### src/rtl/nvm_core_addr_router_if.sv
// nvm_core_addr_router_if
//   Bus bundle between the Wishbone master, the address router and the
//   downstream regions of the SNN NVM core.
//   Signals:
//     wbs_cyc_i, wbs_stb_i, wbs_we_i, wbs_adr_i : master request
//     region_ack_i                              : per-region acknowledge from downstream
//     region_sel_o                              : registered one-hot region select
//     wbs_ack_o, wbs_err_o                      : single-cycle transfer response
//     done_pulse_o                              : acked write to the picture-done region
//     err_cnt_o                                 : saturating count of error responses
//   Modports: slave (router side), master (bus/bench side).
interface nvm_core_addr_router_if #(
  parameter int ADDR_W      = 32,
  parameter int NUM_REGIONS = 3
);
  logic                   wbs_cyc_i;
  logic                   wbs_stb_i;
  logic                   wbs_we_i;
  logic [ADDR_W-1:0]      wbs_adr_i;
  logic [NUM_REGIONS-1:0] region_ack_i;
  logic [NUM_REGIONS-1:0] region_sel_o;
  logic                   wbs_ack_o;
  logic                   wbs_err_o;
  logic                   done_pulse_o;
  logic [7:0]             err_cnt_o;

  modport slave (
    input  wbs_cyc_i, wbs_stb_i, wbs_we_i, wbs_adr_i, region_ack_i,
    output region_sel_o, wbs_ack_o, wbs_err_o, done_pulse_o, err_cnt_o
  );

  modport master (
    output wbs_cyc_i, wbs_stb_i, wbs_we_i, wbs_adr_i, region_ack_i,
    input  region_sel_o, wbs_ack_o, wbs_err_o, done_pulse_o, err_cnt_o
  );
endinterface

### src/rtl/nvm_core_addr_router.sv
// nvm_core_addr_router
//   Registered Wishbone-slave address router for the SNN NVM core. Decodes a
//   region index from the bus address, drives a one-hot region select, waits
//   for that region's acknowledge and returns ack or err to the master. An
//   unmapped index or a BUSY phase of TIMEOUT cycles produces err. An acked
//   write to DONE_REGION raises done_pulse_o; error responses are counted in
//   a saturating 8-bit counter.
//   Ports:
//     wb_clk_i : clock
//     wb_rst_i : asynchronous reset, active-high
//     bus      : nvm_core_addr_router_if.slave (request, region select/ack, response)
module nvm_core_addr_router #(
  parameter int ADDR_W      = 32,
  parameter int SEL_LSB     = 12,
  parameter int SEL_W       = 4,
  parameter int NUM_REGIONS = 3,
  parameter int DONE_REGION = 2,
  parameter int TIMEOUT     = 16
) (
  input  logic                        wb_clk_i,
  input  logic                        wb_rst_i,
  nvm_core_addr_router_if.slave       bus
);

  localparam int SEL_MSB = (SEL_LSB + SEL_W <= ADDR_W) ? (SEL_LSB + SEL_W - 1) : (ADDR_W - 1);
  localparam int TMR_W   = (TIMEOUT > 2) ? $clog2(TIMEOUT) : 1;
  localparam logic [TMR_W-1:0] TMR_LAST    = TMR_W'(TIMEOUT - 1);
  localparam logic [SEL_W:0]   NUM_REG_EXT = (SEL_W + 1)'(NUM_REGIONS);
  localparam logic [SEL_W-1:0] DONE_IDX    = SEL_W'(DONE_REGION);

  typedef enum logic [1:0] {IDLE, BUSY, RESP} state_t;

  state_t                 state_q, state_d;
  logic [SEL_W-1:0]       idx_q, idx_d;
  logic                   we_q, we_d;
  logic [TMR_W-1:0]       timer_q, timer_d;
  logic [NUM_REGIONS-1:0] sel_q, sel_d;
  logic                   ack_q, ack_d;
  logic                   err_q, err_d;
  logic                   done_q, done_d;
  logic [7:0]             cnt_q;

  logic [SEL_W-1:0] adr_idx;
  logic             adr_mapped;
  logic             ack_hit;

  assign adr_idx    = bus.wbs_adr_i[SEL_MSB -: SEL_W];
  assign adr_mapped = ({1'b0, adr_idx} < NUM_REG_EXT);
  // sel_q is the one-hot of the latched index while BUSY, so masking with it
  // observes only the selected region's ack and ignores the others.
  assign ack_hit    = |(bus.region_ack_i & sel_q);

  always_ff @(posedge wb_clk_i or posedge wb_rst_i) begin
    if (wb_rst_i) begin
      state_q <= IDLE;
      idx_q   <= '0;
      we_q    <= 1'b0;
      timer_q <= '0;
      sel_q   <= '0;
      ack_q   <= 1'b0;
      err_q   <= 1'b0;
      done_q  <= 1'b0;
    end else begin
      state_q <= state_d;
      idx_q   <= idx_d;
      we_q    <= we_d;
      timer_q <= timer_d;
      sel_q   <= sel_d;
      ack_q   <= ack_d;
      err_q   <= err_d;
      done_q  <= done_d;
    end
  end

  always_comb begin
    state_d = state_q;
    idx_d   = idx_q;
    we_d    = we_q;
    timer_d = timer_q;
    sel_d   = '0;
    ack_d   = 1'b0;
    err_d   = 1'b0;
    done_d  = 1'b0;
    case (state_q)
      IDLE: begin
        if (bus.wbs_cyc_i && bus.wbs_stb_i) begin
          idx_d   = adr_idx;
          we_d    = bus.wbs_we_i;
          timer_d = '0;
          if (adr_mapped) begin
            state_d = BUSY;
            sel_d   = NUM_REGIONS'(1) << adr_idx;
          end else begin
            state_d = RESP;
            err_d   = 1'b1;
          end
        end
      end
      BUSY: begin
        // Abort beats ack, ack beats timeout.
        if (!bus.wbs_cyc_i) begin
          state_d = IDLE;
        end else if (ack_hit) begin
          state_d = RESP;
          ack_d   = 1'b1;
          done_d  = we_q && (idx_q == DONE_IDX);
        end else if (timer_q == TMR_LAST) begin
          state_d = RESP;
          err_d   = 1'b1;
        end else begin
          timer_d = timer_q + 1'b1;
          sel_d   = sel_q;
        end
      end
      RESP:    state_d = IDLE;
      default: state_d = IDLE;
    endcase
  end

  // Counts the cycles in which the registered err output is high.
  always_ff @(posedge wb_clk_i or posedge wb_rst_i) begin
    if (wb_rst_i) begin
      cnt_q <= '0;
    end else if (err_q && (cnt_q != 8'hFF)) begin
      cnt_q <= cnt_q + 8'd1;
    end
  end

  assign bus.region_sel_o = sel_q;
  assign bus.wbs_ack_o    = ack_q;
  assign bus.wbs_err_o    = err_q;
  assign bus.done_pulse_o = done_q;
  assign bus.err_cnt_o    = cnt_q;

endmodule

### src/flat_wrapper.sv
// flat-port wrapper written by rule: the top's interface ports become plain ports
module nvm_core_addr_router_flat 
#(
  parameter int ADDR_W      = 32,
  parameter int SEL_LSB     = 12,
  parameter int SEL_W       = 4,
  parameter int NUM_REGIONS = 3,
  parameter int DONE_REGION = 2,
  parameter int TIMEOUT     = 16
)
  (wb_clk_i, wb_rst_i, bus_wbs_cyc_i, bus_wbs_stb_i, bus_wbs_we_i, bus_wbs_adr_i, bus_region_ack_i, bus_region_sel_o, bus_wbs_ack_o, bus_wbs_err_o, bus_done_pulse_o, bus_err_cnt_o);
  nvm_core_addr_router_if #(.ADDR_W(ADDR_W), .NUM_REGIONS(NUM_REGIONS)) bus_i ();
  input  logic wb_clk_i;
  input  logic wb_rst_i;
  input wire logic [$bits(bus_i.wbs_cyc_i)-1:0] bus_wbs_cyc_i;
  input wire logic [$bits(bus_i.wbs_stb_i)-1:0] bus_wbs_stb_i;
  input wire logic [$bits(bus_i.wbs_we_i)-1:0] bus_wbs_we_i;
  input wire logic [$bits(bus_i.wbs_adr_i)-1:0] bus_wbs_adr_i;
  input wire logic [$bits(bus_i.region_ack_i)-1:0] bus_region_ack_i;
  output wire logic [$bits(bus_i.region_sel_o)-1:0] bus_region_sel_o;
  output wire logic [$bits(bus_i.wbs_ack_o)-1:0] bus_wbs_ack_o;
  output wire logic [$bits(bus_i.wbs_err_o)-1:0] bus_wbs_err_o;
  output wire logic [$bits(bus_i.done_pulse_o)-1:0] bus_done_pulse_o;
  output wire logic [$bits(bus_i.err_cnt_o)-1:0] bus_err_cnt_o;
  assign bus_i.wbs_cyc_i = bus_wbs_cyc_i;
  assign bus_i.wbs_stb_i = bus_wbs_stb_i;
  assign bus_i.wbs_we_i = bus_wbs_we_i;
  assign bus_i.wbs_adr_i = bus_wbs_adr_i;
  assign bus_i.region_ack_i = bus_region_ack_i;
  assign bus_region_sel_o = bus_i.region_sel_o;
  assign bus_wbs_ack_o = bus_i.wbs_ack_o;
  assign bus_wbs_err_o = bus_i.wbs_err_o;
  assign bus_done_pulse_o = bus_i.done_pulse_o;
  assign bus_err_cnt_o = bus_i.err_cnt_o;
  nvm_core_addr_router #(.ADDR_W(ADDR_W), .SEL_LSB(SEL_LSB), .SEL_W(SEL_W), .NUM_REGIONS(NUM_REGIONS), .DONE_REGION(DONE_REGION), .TIMEOUT(TIMEOUT)) u_core (.wb_clk_i(wb_clk_i), .wb_rst_i(wb_rst_i), .bus(bus_i));
endmodule
### config.mk
export PLATFORM = sky130hd
export DESIGN_NAME = nvm_core_addr_router_flat
export DESIGN_NICKNAME = d
export VERILOG_FILES = /design/src/rtl/nvm_core_addr_router_if.sv /design/src/rtl/nvm_core_addr_router.sv /design/src/flat_wrapper.sv
export SDC_FILE = /design/constraint.sdc
export NUM_CORES = 1
export LEC_CHECK = 0
export BUFFER_PORTS_ARGS = -buffer_cell sky130_fd_sc_hd__buf_2
export CORE_UTILIZATION = 44
export DETAILED_ROUTE_END_ITERATION = 6
export PLACE_DENSITY_LB_ADDON = 0.25
export SYNTH_ARGS = -nofsm -noshare
export SYNTH_HDL_FRONTEND = slang
export SYNTH_SLANG_ARGS = --single-unit
export TNS_END_PERCENT = 1
### constraint.sdc
create_clock -name wb_clk_i -period 2.3 [get_ports wb_clk_i]
set_clock_uncertainty 0.2 [all_clocks]
set_input_delay 0.115 -clock wb_clk_i [delete_from_list [all_inputs] [get_ports wb_clk_i]]
set_output_delay 0.115 -clock wb_clk_i [all_outputs]
set_load 0.02 [all_outputs]
# Yosys cells after proc, flatten, opt, wreduce, memory -nomap -nowiden
# Cells that the tools add are included.
[totals]
reg_bits = 25
output_inout_bits = 14
inputBits = 40
[op_classes]
bitwise_logic = 1
n_eq_ne = 9
n_addsub = 2
n_reduce_logical = 9
n_lt_le_gt_ge = 1
shift = 1
muxes = 29
[ops]
columns = ["op", "n"]
rows = [
  ["4-bit 2-to-1 mux", 4],
  ["3-bit 2-to-1 mux", 5],
  ["1-bit 2-to-1 mux", 11],
  ["2-bit 2-to-1 mux", 5],
  ["8-bit by 1-bit adder with 8-bit output (second input constant)", 1],
  ["8-bit inequality test (second input constant)", 1],
  ["4-bit one-hot mux with 2 select lines", 1],
  ["2-bit inequality test (second input constant)", 3],
  ["3-bit one-hot mux with 2 select lines", 1],
  ["5-bit AND reduction", 1],
  ["4-bit by 1-bit adder with 4-bit output (second input constant)", 1],
  ["4-bit by 2-bit == test with 1-bit output (second input constant)", 1],
  ["4-bit == test (second input constant)", 1],
  ["4-bit by 2-bit less-than comparator with 1-bit output (second input constant)", 1],
  ["4-bit by 2-bit inequality test with 1-bit output (second input constant)", 1],
  ["2-bit one-hot mux with 2 select lines", 1],
  ["2-bit AND reduction", 2],
  ["1-bit by 4-bit << shifter with 3-bit output (first input constant)", 1],
  ["3-bit bitwise AND", 1],
  ["1-bit logical AND", 3],
  ["3-bit OR reduction", 1],
  ["2-bit by 1-bit == test with 1-bit output (second input constant)", 1],
  ["2-bit logical NOT", 1],
  ["2-bit by 1-bit inequality test with 1-bit output (second input constant)", 1],
  ["other kinds (2)", 2],
]

# Depth between registers and ports, before layout
# Gate-level depths: netlist of run 1.
[logic_depth]
ltp_word = 5
ltp_mapped = 5
mapped_depth_nobuf = 5

# Worst setup path after synthesis of run 1
# No wires, ideal clock.
[synth_path]
path_type = "flip-flop to flip-flop"
start = "register u_core.cnt_q[0], in the netlist u_core.bus.err_cnt_o[0]"
end = "register u_core.cnt_q[1], in the netlist u_core.bus.err_cnt_o[1]"
slack_ns = 0.539
path_stages_with_launch = 5
t_arrival_ns = 1.436
setup_time_ns = 0.125
synth_period_minus_slack_ns = 1.761
path_cell_list = "dfrtp_1 ha_1 nand3_1 o21ai_1 mux2_2"
[synth_between]
elab_chain_len = 2
word_cells_on_any_way = 3
classes_between = "add/sub: 1; eq/ne: 1; reduce/logical: 1"
[synth_rtl]
columns = ["item", "line_no", "rtl"]
rows = [
  ["start, declared", "nvm_core_addr_router.sv:41", "logic [7:0] cnt_q;"],
  ["start signal, assigned", "nvm_core_addr_router.sv:125", "cnt_q <= cnt_q + 8'd1;"],
  ["branches (longest 2 deep; another with 8-bit by 1-bit adder with 8-bit output)", "--", ""],
]
# Parallel ways; which one is timed is not known.
# A chain may end at the register's enable or synchronous reset.

# Worst setup path in the final report of run 1
[layout_path]
start = "register u_core.sel_q[0], in the netlist u_core.bus.region_sel_o[0]"
end = "register u_core.sel_q[0], in the netlist u_core.bus.region_sel_o[0]"
[layout_between]
elab_chain_len = 5
word_cells_on_any_way = 6
classes_between = "eq/ne: 1; mux: 3; bitwise: 1; reduce/logical: 1"
[layout_rtl]
columns = ["item", "line_no", "rtl"]
rows = [
  ["start, declared", "nvm_core_addr_router.sv:37", "logic [NUM_REGIONS-1:0] sel_q, sel_d;"],
  ["start signal, assigned", "nvm_core_addr_router.sv:68", "sel_q <= sel_d;"],
  ["3-bit bitwise AND (*)", "nvm_core_addr_router.sv:51", "assign ack_hit = |(bus.region_ack_i & sel_q);"],
  ["3-bit OR reduction (*)", "nvm_core_addr_router.sv:51", ""],
  ["3-bit 2-to-1 mux", "nvm_core_addr_router.sv:103", "end else if (ack_hit) begin"],
  ["3-bit 2-to-1 mux", "nvm_core_addr_router.sv:101", "if (!bus.wbs_cyc_i) begin"],
  ["3-bit one-hot mux with 2 select lines", "nvm_core_addr_router.sv:84", "case (state_q)"],
]
# Every way passes the cells marked *; elsewhere a longest branch is shown, timed or not.

==> summary.md, run 1 <==
| Metric | Value |
|---|---|
| CTS tree | `done` |
| Antenna viol nets, final | `0` |
| Die area | `2730 um2` |
| H-tree depth | `1` |
| DRC viols | `0` |
| Worst skew pair latency | `0.32 ns` |
| Slew headroom | `69.7%` |
| Area share of the largest cell type after synthesis | `56.4%` |
| GRT Residual Overflow | `0` |
| Final wirelength | `2.39 mm` |
| Crit. End Element | `flip-flop` |
| Most frequent cell after synthesis | `dfrtp_1` |
| Vias per cell | `5.28` |
| WP data required | `2.37 ns` |
| Fmax | `0.458 GHz` |
| Number of core rows | `17` |
| Synth unique cells | `30` |
| Final setup viols | `0` |
| Port bufs | `25` |
| Worst IR Drop VDD | `0.391 mV` |
| First-pass GRT wire length | `3.93 mm` |
| Power per Cell Area | `729 nW/um2` |
| Status | `finished clean` |
| Number of synthesized flops with an enable pin | `0` |
| Top Ports | `54` |
| Setup WS pre-CTS | `0.458 ns` |
| Kind of critical path | `flip-flop to flip-flop` |
| Initial Util | `48.3%` |
| Ys Warns | `0` |
| Core ar. | `2300 um2` |
| CP max stage delay | `0.57 ns` |
| Largest net degree at the start of global routing | `26` |
| Critical path arrival | `2.25 ns` |
| Final Cycle Share | `94.8%` |
| Clock Tree Root | `clkbuf_4` |
| CP max-delay cell | `dlygate4sd3_1` |
| Reg clk slew, reported paths | `0.13 ns` |
| Clk sinks | `25` |
| Startpoint types | `flip-flop` |
| Synth Cell Area | `1110 um2` |
| N_diodes | `0` |
| Most used flip-flop cell after synthesis | `dfrtp_1` |
| Routed WL per cell | `13.5 um` |
| Die height | `52.2 um` |
| Synthesis-stage register bit count | `25` |
| Layout cells sized above 1 | `24.2%` |
| Core Util, Final | `62.4%` |
| Crit-path cells | `a222oi_1, buf_4, and3_2, nand2_1, o21ai_0, dlygate4sd3_1` |
| Actual slew at the worst max-slew pin | `0.452 ns` |
| Final Hold Viols | `0` |
| Syn Nets | `150` |
| Syn Area/Cell | `10.3 um2` |
| Global placement routability congestion | `0.858` |
| CTS Buffer Depth | `2` |
| Initial antenna violation count | `0` |
| Total CTS buffers | `3` |
| Syn Inst Count | `108` |
| Via count | `934` |
| Post-synth top cells | `dfrtp_1 (25), nand2_1 (23), o21ai_0 (8)` |
| GRT Util Overall | `20.1%` |
| Worst hold path class | `input port to flip-flop` |
| Fin cells | `177` |
| CP max FO | `5` |
| Share of flip-flops with an asynchronous set or reset | `100%` |
| Fillers | `197` |
| Number of global-route vias before repair | `920` |
| Leakage | `0.718 nW` |
| Fin worst setup slack | `0.119 ns` |
| DIE WIDTH | `52.2 um` |
| Final net count | `192` |
| Synth-to-layout area growth | `29.2%` |
| DP Wirelength | `1.55 mm` |
| Max-cap violations | `0` |
| 1st-iter DRT viols | `30` |
| Cell total after placement | `161` |
| Drt first pass iters | `4` |
| Top cells by area, synth | `dfrtp_1 (56%), nand2_1 (7.8%), o21ai_0 (3.6%)` |
| Post-synthesis sequential area ratio | `56.4%` |
| Slew Viols, Final | `0` |
| Final critical-path required period | `2.18 ns` |
| Area leader, netlist | `dfrtp_1` |
-- worst paths after layout --
check	from	end	slack, ns	depth (start not counted)
hold / removal	bus_wbs_stb_i	u_core.idx_q[0]$_DFFE_PP0P_	0.05	3
setup / recovery	u_core.bus.region_sel_o[0]$_DFFE_PP0P_	u_core.bus.region_sel_o[0]$_DFFE_PP0P_	0.12	6
setup reg to reg	u_core.bus.region_sel_o[0]$_DFFE_PP0P_	u_core.bus.region_sel_o[0]$_DFFE_PP0P_	0.12	6
min in group asynchronous	wb_rst_i	u_core.bus.err_cnt_o[3]$_DFFE_PP0P_	0.16	4
max in group asynchronous	wb_rst_i	u_core.bus.region_sel_o[0]$_DFFE_PP0P_	1.50	4
hold reg to reg	u_core.idx_q[1]$_DFFE_PP0P_	u_core.idx_q[1]$_DFFE_PP0P_	0.29	2
-- state kept, by name, indices dropped and copies added, names as in the netlist --
register                 flops
u_core.we_q                  1
u_core.bus.region_sel_o      3
u_core.bus.err_cnt_o         8
u_core.bus.wbs_ack_o         1
u_core.timer_q               4
u_core.idx_q                 4
u_core.bus.done_pulse_o      1
u_core.state_q               2
u_core.bus.wbs_err_o         1
-- final cells by class --
type	count	area (um2)	area share (%)
inverters	5	18.8	1.31
repair buffers	38	250	17.5
multi-input cells	77	478	33.3
well taps	28	35.0	2.44
clock buffers	4	26.3	1.83
flip-flops and latches	25	626	43.6
-- metal layers --
layer | wire length (um) | up-vias | GRT usage, %
met5 | 0 | - | 0
met4 | 31 | 0 | 7.89
met3 | 80 | 4 | 4.35
met2 | 1190 | 20 | 34.6
met1 | 1080 | 448 | 24.4
li1 | - | 462 | -
-- placed cells by master (no fill, tap or decap), types with 2 or more instances in the layout --
cell,count
buf_2,25
a21oi_1,3
dfrtp_1,25
buf_4,2
nand2_1,23
o21ai_1,2
nand3_1,7
xnor2_1,3
xor2_1,3
a31oi_1,3
dlygate4sd3_1,11
ha_1,2
clkbuf_4,3
inv_1,5
o21ai_0,8
nor3_1,4
-- where the power goes --
group          switching, mW  internal, mW
Clock                  0.130        0.0680
Sequential            0.0724         0.506
Combinational          0.156         0.113
Total                  0.358         0.687
-- cell families after synthesis --
| family | synth area share (%) |
|---|---|
| compound gates | 10.8 |
| xor+xnor | 4.74 |
| fa+ha+maj | 2.25 |
| buf+inv | 2.03 |
| flops | 56.4 |
| mux | 1.01 |
| simple gates | 22.8 |
-- per-stage QoR --
step / area, um2 / hold slack (ns) / TNS [ns] / power, mW
2_1_floorplan: 1110 / -0.0577 / 0 / 0.744
3_3_place_gp: 1270 / -0.0262 / 0 / 0.827
3_5_place_dp: 1270 / -0.0195 / 0 / 0.839
4_1_cts: 1410 / 0.0259 / 0 / 1.05
5_1_grt: 1430 / 0.0600 / -0.00859 / 1.11
6_report: 1430 / 0.0462 / 0 / 1.04
-- critical path: cells and delay by family, from the launching register on --
kind | cells | cell delay, ns
compound gates | 2 | 0.45
flops | 1 | 0.42
buf+inv | 2 | 0.76
simple gates | 2 | 0.29
-- repair_timing --
action / CTS / global route
buffers inserted: 0 / 1
hold buffers: 11 / 0
endpoints found under the hold margin: 36 / 0
gates resized for setup: 0 / 3
endpoints found under the setup margin: 0 / 2
(Power assumes the default switching activity.)
==> run 2, diff against run 1 <==
--- a/config.mk
+++ b/config.mk
@@ -5,8 +5,11 @@
 export SDC_FILE = /design/constraint.sdc
 export NUM_CORES = 1
 export LEC_CHECK = 0
+export ABC_AREA = 0
 export BUFFER_PORTS_ARGS = -buffer_cell sky130_fd_sc_hd__buf_2
-export CORE_UTILIZATION = 44
+export CELL_PAD_IN_SITES_DETAIL_PLACEMENT = 0
+export CELL_PAD_IN_SITES_GLOBAL_PLACEMENT = 1
+export CORE_UTILIZATION = 32
 export DETAILED_ROUTE_END_ITERATION = 6
 export PLACE_DENSITY_LB_ADDON = 0.25
 export SYNTH_ARGS = -nofsm -noshare
==> run 2 against run 1 <==
Effect of this change: hold slack better by 0.014 ns; final cell count increased by 9.6%; critical path depth is 2 lower; sequential power is essentially flat; via count decreased by 3.1%; global-route usage decreased by 5.6 points; clock-buffer cell count is 1 lower; clock power barely moved.
==> summary.md, run 2 (synthesis results as in run 1) <==
| Metric | Value |
|---|---|
| Final wirelength | `2.25 mm` |
| Critical path arrival | `2.15 ns` |
| Setup TNS | `0 ns` |
| DIE WIDTH | `60.9 um` |
| Reg2reg start | `u_core.bus.region_sel_o[0]$_DFFE_PP0P_` |
| Crit-path cells | `a222oi_1, dlygate4sd3_1, nand2_1, o21ai_0` |
| Layout cells sized above 1 | `23.0%` |
| CP max stage delay | `0.64 ns` |
| Antenna viol nets, final | `0` |
| Total CTS buffers | `3` |
| Critical Path Sink | `u_core.bus.wbs_err_o$_DFF_PP0_` |
| Initial antenna violation count | `0` |
| Final critical-path required period | `2.10 ns` |
| DP Wirelength | `1.62 mm` |
| Commonest cells after routing, fill and taps aside | `buf_2 (25), dfrtp_1 (25), nand2_1 (23)` |
| Buf/Inv on CP | `1` |
| Post-CTS resize count | `0` |
| Final Hold Viols | `0` |
| Clk sinks | `25` |
| FF-to-FF path depth | `4` |
| First-pass GRT wire length | `3.96 mm` |
| RSZ-0062 raised after global routing | `false` |
| GRT Residual Overflow | `0` |
| Fin worst setup slack | `0.202 ns` |
| Largest register FFs | `8` |
| Global placement routability congestion | `0.726` |
| Kind of critical path | `flip-flop to flip-flop` |
| Number of core rows | `21` |
| Largest net degree at the start of global routing | `26` |
| Slew Viols, Final | `0` |
| Setup WS pre-CTS | `0.430 ns` |
| H-tree depth | `1` |
| WP data required | `2.35 ns` |
| Actual slew at the worst max-slew pin | `0.590 ns` |
| Power per Cell Area | `724 nW/um2` |
| CP top delay family | `compound AO/OA/AOI/OAI gates` |
| 1st-iter DRT viols | `32` |
| Startpoint types | `flip-flop` |
| Port bufs | `25` |
| Status | `finished clean` |
| Clock Tree Root | `clkbuf_4` |
| Worst path depth | `4` |
| Post-CTS Setup Repair Bufs | `0` |
| Reg clk slew, reported paths | `0.14 ns` |
| Final net count | `191` |
| Final Cycle Share | `91.2%` |
| Number of global-route vias before repair | `903` |
| Vias per cell | `4.66` |
| Reg-to-reg endpoint | `u_core.bus.wbs_err_o$_DFF_PP0_` |
| Via count | `905` |
| Core ar. | `3340 um2` |
| CP max-delay cell | `dlygate4sd3_1` |
| DRC viols | `0` |
| CTS Buffer Depth | `2` |
| Origin of the worst setup path | `u_core.bus.region_sel_o[0]$_DFFE_PP0P_` |
| Slew headroom | `60.7%` |
| R2R Setup Slk | `0.20 ns` |
| CTS tree | `done` |
| Total power | `1.04 mW` |
| Top Ports | `54` |
| Leakage | `0.708 nW` |
| N_diodes | `0` |
| Initial Util | `33.3%` |
| Worst hold path class | `input port to flip-flop` |
| Drt first pass iters | `6` |
| Final setup viols | `0` |
| CP max FO | `5` |
| Worst skew pair latency | `0.32 ns` |
| Worst IR Drop VDD | `0.207 mV` |
| Die height | `60.9 um` |
| Routed WL per cell | `11.6 um` |
| Synth-to-layout area growth | `29.0%` |
| GRT Util Overall | `14.5%` |
| Max-cap violations | `0` |
| Crit. End Element | `flip-flop` |
| Fmax | `0.477 GHz` |
| Die area | `3710 um2` |
[run 2: cell types whose count changed in the layout (fill, tap and decap cells not counted), sizes merged]
| cell | before | now |
|---|---|---|
| clkinv | 0 | 1 |
| dlygate4sd3 | 11 | 10 |
| clkbuf | 4 | 3 |
[run 2: worst min-delay path by stage]
stage / start / end / slack [ns] / cells past startpoint
3_3_place_gp: wb_rst_i / u_core.we_q$_DFFE_PP0P_ / -0.02 / 3
2_1_floorplan: wb_rst_i / u_core.bus.done_pulse_o$_DFF_PP0_ / -0.06 / 1
3_5_place_dp: wb_rst_i / u_core.bus.err_cnt_o[4]$_DFFE_PP0P_ / -0.01 / 3
4_1_cts: bus_region_ack_i[1] / u_core.bus.wbs_ack_o$_DFF_PP0_ / 0.06 / 3
6_report: bus_region_ack_i[1] / u_core.timer_q[3]$_DFFE_PP0P_ / 0.06 / 4
5_1_grt: bus_region_ack_i[1] / u_core.bus.wbs_ack_o$_DFF_PP0_ / 0.07 / 3
[run 2: layout make-up]
class	instances	area (um2)
Clock buffer	3	22.5
Clock inverter	1	5.00
Fill cell	353	1910
Inverter	5	18.8
Multi-Input combinational cell	77	462
Sequential cell	25	626
Tap cell	46	57.6
Timing Repair Buffer	37	240
[run 2: layer usage]
metal	part of all wire (%)	track usage [%]
met1	47	18.2
met2	46	24.5
met3	4.4	2.77
met4	1.7	5.84
met5	0	0
[run 2: per-stage QoR]
stage | hold WS [ns] | cells | instance area [um2] | util (%)
5_1_grt | 0.0659 | 194 | 1430 | 42.9
3_3_place_gp | -0.0178 | 180 | 1300 | 39.1
4_1_cts | 0.0627 | 194 | 1430 | 42.9
3_5_place_dp | -0.00996 | 180 | 1300 | 39.1
6_report | 0.0599 | 194 | 1430 | 42.9
2_1_floorplan | -0.0577 | 108 | 1110 | -
[run 2: what timing repair did]
item                                    in CTS  in global routing
endpoints found under the setup margin       0                  0
hold buffers                                10                  0
endpoints found under the hold margin       36                  0
[run 2: power by group]
| group | switching [mW] | leakage (nW) | internal, mW |
|---|---|---|---|
| Sequential | 0.0705 | 0.331 | 0.506 |
| Clock | 0.132 | 0.0177 | 0.0651 |
| Combinational | 0.150 | 0.359 | 0.113 |
| Total | 0.352 | 0.708 | 0.684 |
[run 2: tightest hold or removal path: stages]
cell      delay, ns
buf_2          0.07
a222oi_1       0.12
nand3_1        0.15
o31ai_1        0.09
==> run 3, diff against run 2 <==
--- a/config.mk
+++ b/config.mk
@@ -9,8 +9,9 @@
 export BUFFER_PORTS_ARGS = -buffer_cell sky130_fd_sc_hd__buf_2
 export CELL_PAD_IN_SITES_DETAIL_PLACEMENT = 0
 export CELL_PAD_IN_SITES_GLOBAL_PLACEMENT = 1
-export CORE_UTILIZATION = 32
+export CORE_UTILIZATION = 35
 export DETAILED_ROUTE_END_ITERATION = 6
+export MAX_ROUTING_LAYER = met4
 export PLACE_DENSITY_LB_ADDON = 0.25
 export SYNTH_ARGS = -nofsm -noshare
 export SYNTH_HDL_FRONTEND = slang
==> constraint.sdc (replaced) <==
create_clock -name wb_clk_i -period 2.7 [get_ports wb_clk_i]
set_clock_uncertainty 0.2 [all_clocks]
set_input_delay 0.135 -clock wb_clk_i [delete_from_list [all_inputs] [get_ports wb_clk_i]]
set_output_delay 0.135 -clock wb_clk_i [all_outputs]
set_load 0.02 [all_outputs]
==> run 3 against run 2 <==
Effect of this change: power decreased by 15%; final area fell by 2.0%; global-route usage grew 0.97 points; combinational power down 15%; sequential share of layout area up 0.90 points; critical endpoint is now u_core.bus.region_sel_o[0]$_DFFE_PP0P_; clock-buffer cell count grew 1; register-to-register slack better by 0.16 ns; fmax decreased by 10%; sequential power decreased by 15%; critical path depth is 1 higher; worst setup slack improved by 0.16 ns; utilization grew 3.4 points.
==> summary.md, run 3 (synthesis results as in run 1) <==
| Metric | Value |
|---|---|
| Core ar. | `3030 um2` |
| Fmax | `0.428 GHz` |
| Startpoint types | `flip-flop` |
| Slew headroom | `38.3%` |
| Layout cells sized above 1 | `21.4%` |
| Global placement routability congestion | `0.824` |
| Drt first pass iters | `4` |
| Number of core rows | `20` |
| Die height | `58.3 um` |
| Critical path arrival | `2.41 ns` |
| Clock Tree Root | `clkbuf_4` |
| Logic pwr share | `25.3%` |
| Clk sinks | `25` |
| Slew Viols, Final | `0` |
| Largest register FFs | `8` |
| Crit-path cells | `a222oi_1, and3_2, nand2_1, o21ai_0, dlygate4sd3_1` |
| GRT Util Overall | `15.4%` |
| Reg-to-reg endpoint | `u_core.bus.region_sel_o[0]$_DFFE_PP0P_` |
| H-tree depth | `1` |
| Power per Cell Area | `630 nW/um2` |
| Worst IR Drop VDD | `0.177 mV` |
| Worst skew pair latency | `0.32 ns` |
| 1st-iter DRT viols | `30` |
| Clock share of power | `19.2%` |
| CP max FO | `5` |
| Hold Crit Depth | `4` |
| Number of global-route vias before repair | `905` |
| FF-to-FF path depth | `5` |
| CP max stage delay | `0.60 ns` |
| Antenna viol nets, final | `0` |
| Vias per cell | `4.82` |
| Final wirelength | `2.28 mm` |
| Final Cycle Share | `86.6%` |
| Reg power frac | `55.6%` |
| Initial antenna violation count | `0` |
| Final Hold Viols | `0` |
| Fillers | `301` |
| Post-CTS resize count | `0` |
| Initial Util | `36.7%` |
| N_diodes | `0` |
| Setup TNS | `0 ns` |
| R2R Setup Slk | `0.36 ns` |
| Via count | `911` |
| Seq. cell area | `626 um2` |
| Final critical-path required period | `2.34 ns` |
| Hold_sp | `bus_region_ack_i[2]` |
| Reg2reg start | `u_core.bus.region_sel_o[0]$_DFFE_PP0P_` |
| Max-cap violations | `0` |
| Actual slew at the worst max-slew pin | `0.924 ns` |
| P_int | `0.582 mW` |
| Net Sw Frac | `34.2%` |
| WP data required | `2.77 ns` |
| P_sw | `0.303 mW` |
| Hold endpoint | `u_core.bus.wbs_err_o$_DFF_PP0_` |
| Port bufs | `25` |
| RSZ-0062 raised after global routing | `false` |
| CTS Buffer Depth | `2` |
| Status | `finished clean` |
| Synth-to-layout area growth | `26.4%` |
| Hold slack | `0.00915 ns` |
| Area of the multi-input gates | `462 um2` |
| Largest net degree at the start of global routing | `26` |
| Worst hold path class | `input port to flip-flop` |
| CTS tree | `done` |
| GRT Residual Overflow | `0` |
| Commonest cells after routing, fill and taps aside | `buf_2 (25), dfrtp_1 (25), nand2_1 (23)` |
| Total CTS buffers | `3` |
| Post-CTS Setup Repair Bufs | `0` |
| Top Ports | `54` |
| DP Wirelength | `1.62 mm` |
| Die area | `3400 um2` |
| Kind of critical path | `flip-flop to flip-flop` |
| Final net count | `188` |
| CTS Hold Bufs | `9` |
| DRC viols | `0` |
| First-pass GRT wire length | `3.86 mm` |
| Core Util, Final | `46.3%` |
| CP max-delay cell | `a222oi_1` |
| DIE WIDTH | `58.3 um` |
| Routed WL per cell | `12.0 um` |
| Reg clk slew, reported paths | `0.14 ns` |
| Leakage | `0.700 nW` |
| Crit. End Element | `flip-flop` |
| Final setup viols | `0` |
## run 3: stage by stage
step | power (mW) | instance area (um2) | instances | setup WS (ns)
global route | 0.941 | 1400 | 189 | 0.276
floorplan | 0.634 | 1110 | 108 | 0.939
global placement | 0.708 | 1290 | 176 | 0.829
CTS | 0.899 | 1400 | 189 | 0.343
detailed placement | 0.717 | 1290 | 176 | 0.827
finish | 0.884 | 1400 | 189 | 0.362
## run 3: worst max-delay path: cells and delay by family (launching register included)
family | cells | cell delay [ns]
AOI/OAI and AO/OA | 2 | 0.66
buffers and inverters | 1 | 0.56
DFF | 1 | 0.42
and+or+nand+nor | 2 | 0.44
## run 3: routing by layer
| layer | vias up | part of all wire (%) | track usage [%] | wire length, um |
|---|---|---|---|---|
| li1 | 456 | - | - | - |
| met5 | - | 0 | - | 0 |
| met3 | 2 | 3.6 | 2.20 | 82 |
| met2 | 23 | 48 | 25.9 | 1080 |
| met1 | 430 | 48 | 18.7 | 1090 |
| met4 | 0 | 0.66 | 6.46 | 15 |
## run 3: worst max-delay path by stage
stage	from	endpoint	cells past startpoint
floorplan	u_core.bus.err_cnt_o[0]$_DFFE_PP0P_	u_core.bus.err_cnt_o[1]$_DFFE_PP0P_	4
global placement	u_core.bus.region_sel_o[0]$_DFFE_PP0P_	u_core.timer_q[3]$_DFFE_PP0P_	4
detailed placement	u_core.bus.region_sel_o[0]$_DFFE_PP0P_	u_core.timer_q[2]$_DFFE_PP0P_	4
CTS	u_core.bus.region_sel_o[0]$_DFFE_PP0P_	u_core.bus.region_sel_o[0]$_DFFE_PP0P_	5
global route	u_core.bus.region_sel_o[0]$_DFFE_PP0P_	u_core.bus.region_sel_o[0]$_DFFE_PP0P_	5
finish	u_core.bus.region_sel_o[0]$_DFFE_PP0P_	u_core.bus.region_sel_o[0]$_DFFE_PP0P_	5
## run 3: layout make-up
class,instances,share of cell area [%]
clock buffers,4,1.87
multi-input cells,77,32.9
repair buffers,34,15.3
flip-flops and latches,25,44.6
inverters,5,1.34
well taps,44,3.93
## run 3: power groups by stage
stage | registers [mW] | logic [mW] | clock network, mW
2_1_floorplan | 0.538 | 0.0959 | 0
3_3_place_gp | 0.497 | 0.211 | 0
3_5_place_dp | 0.500 | 0.217 | 0
4_1_cts | 0.493 | 0.226 | 0.180
5_1_grt | 0.503 | 0.247 | 0.191
6_report | 0.491 | 0.223 | 0.170
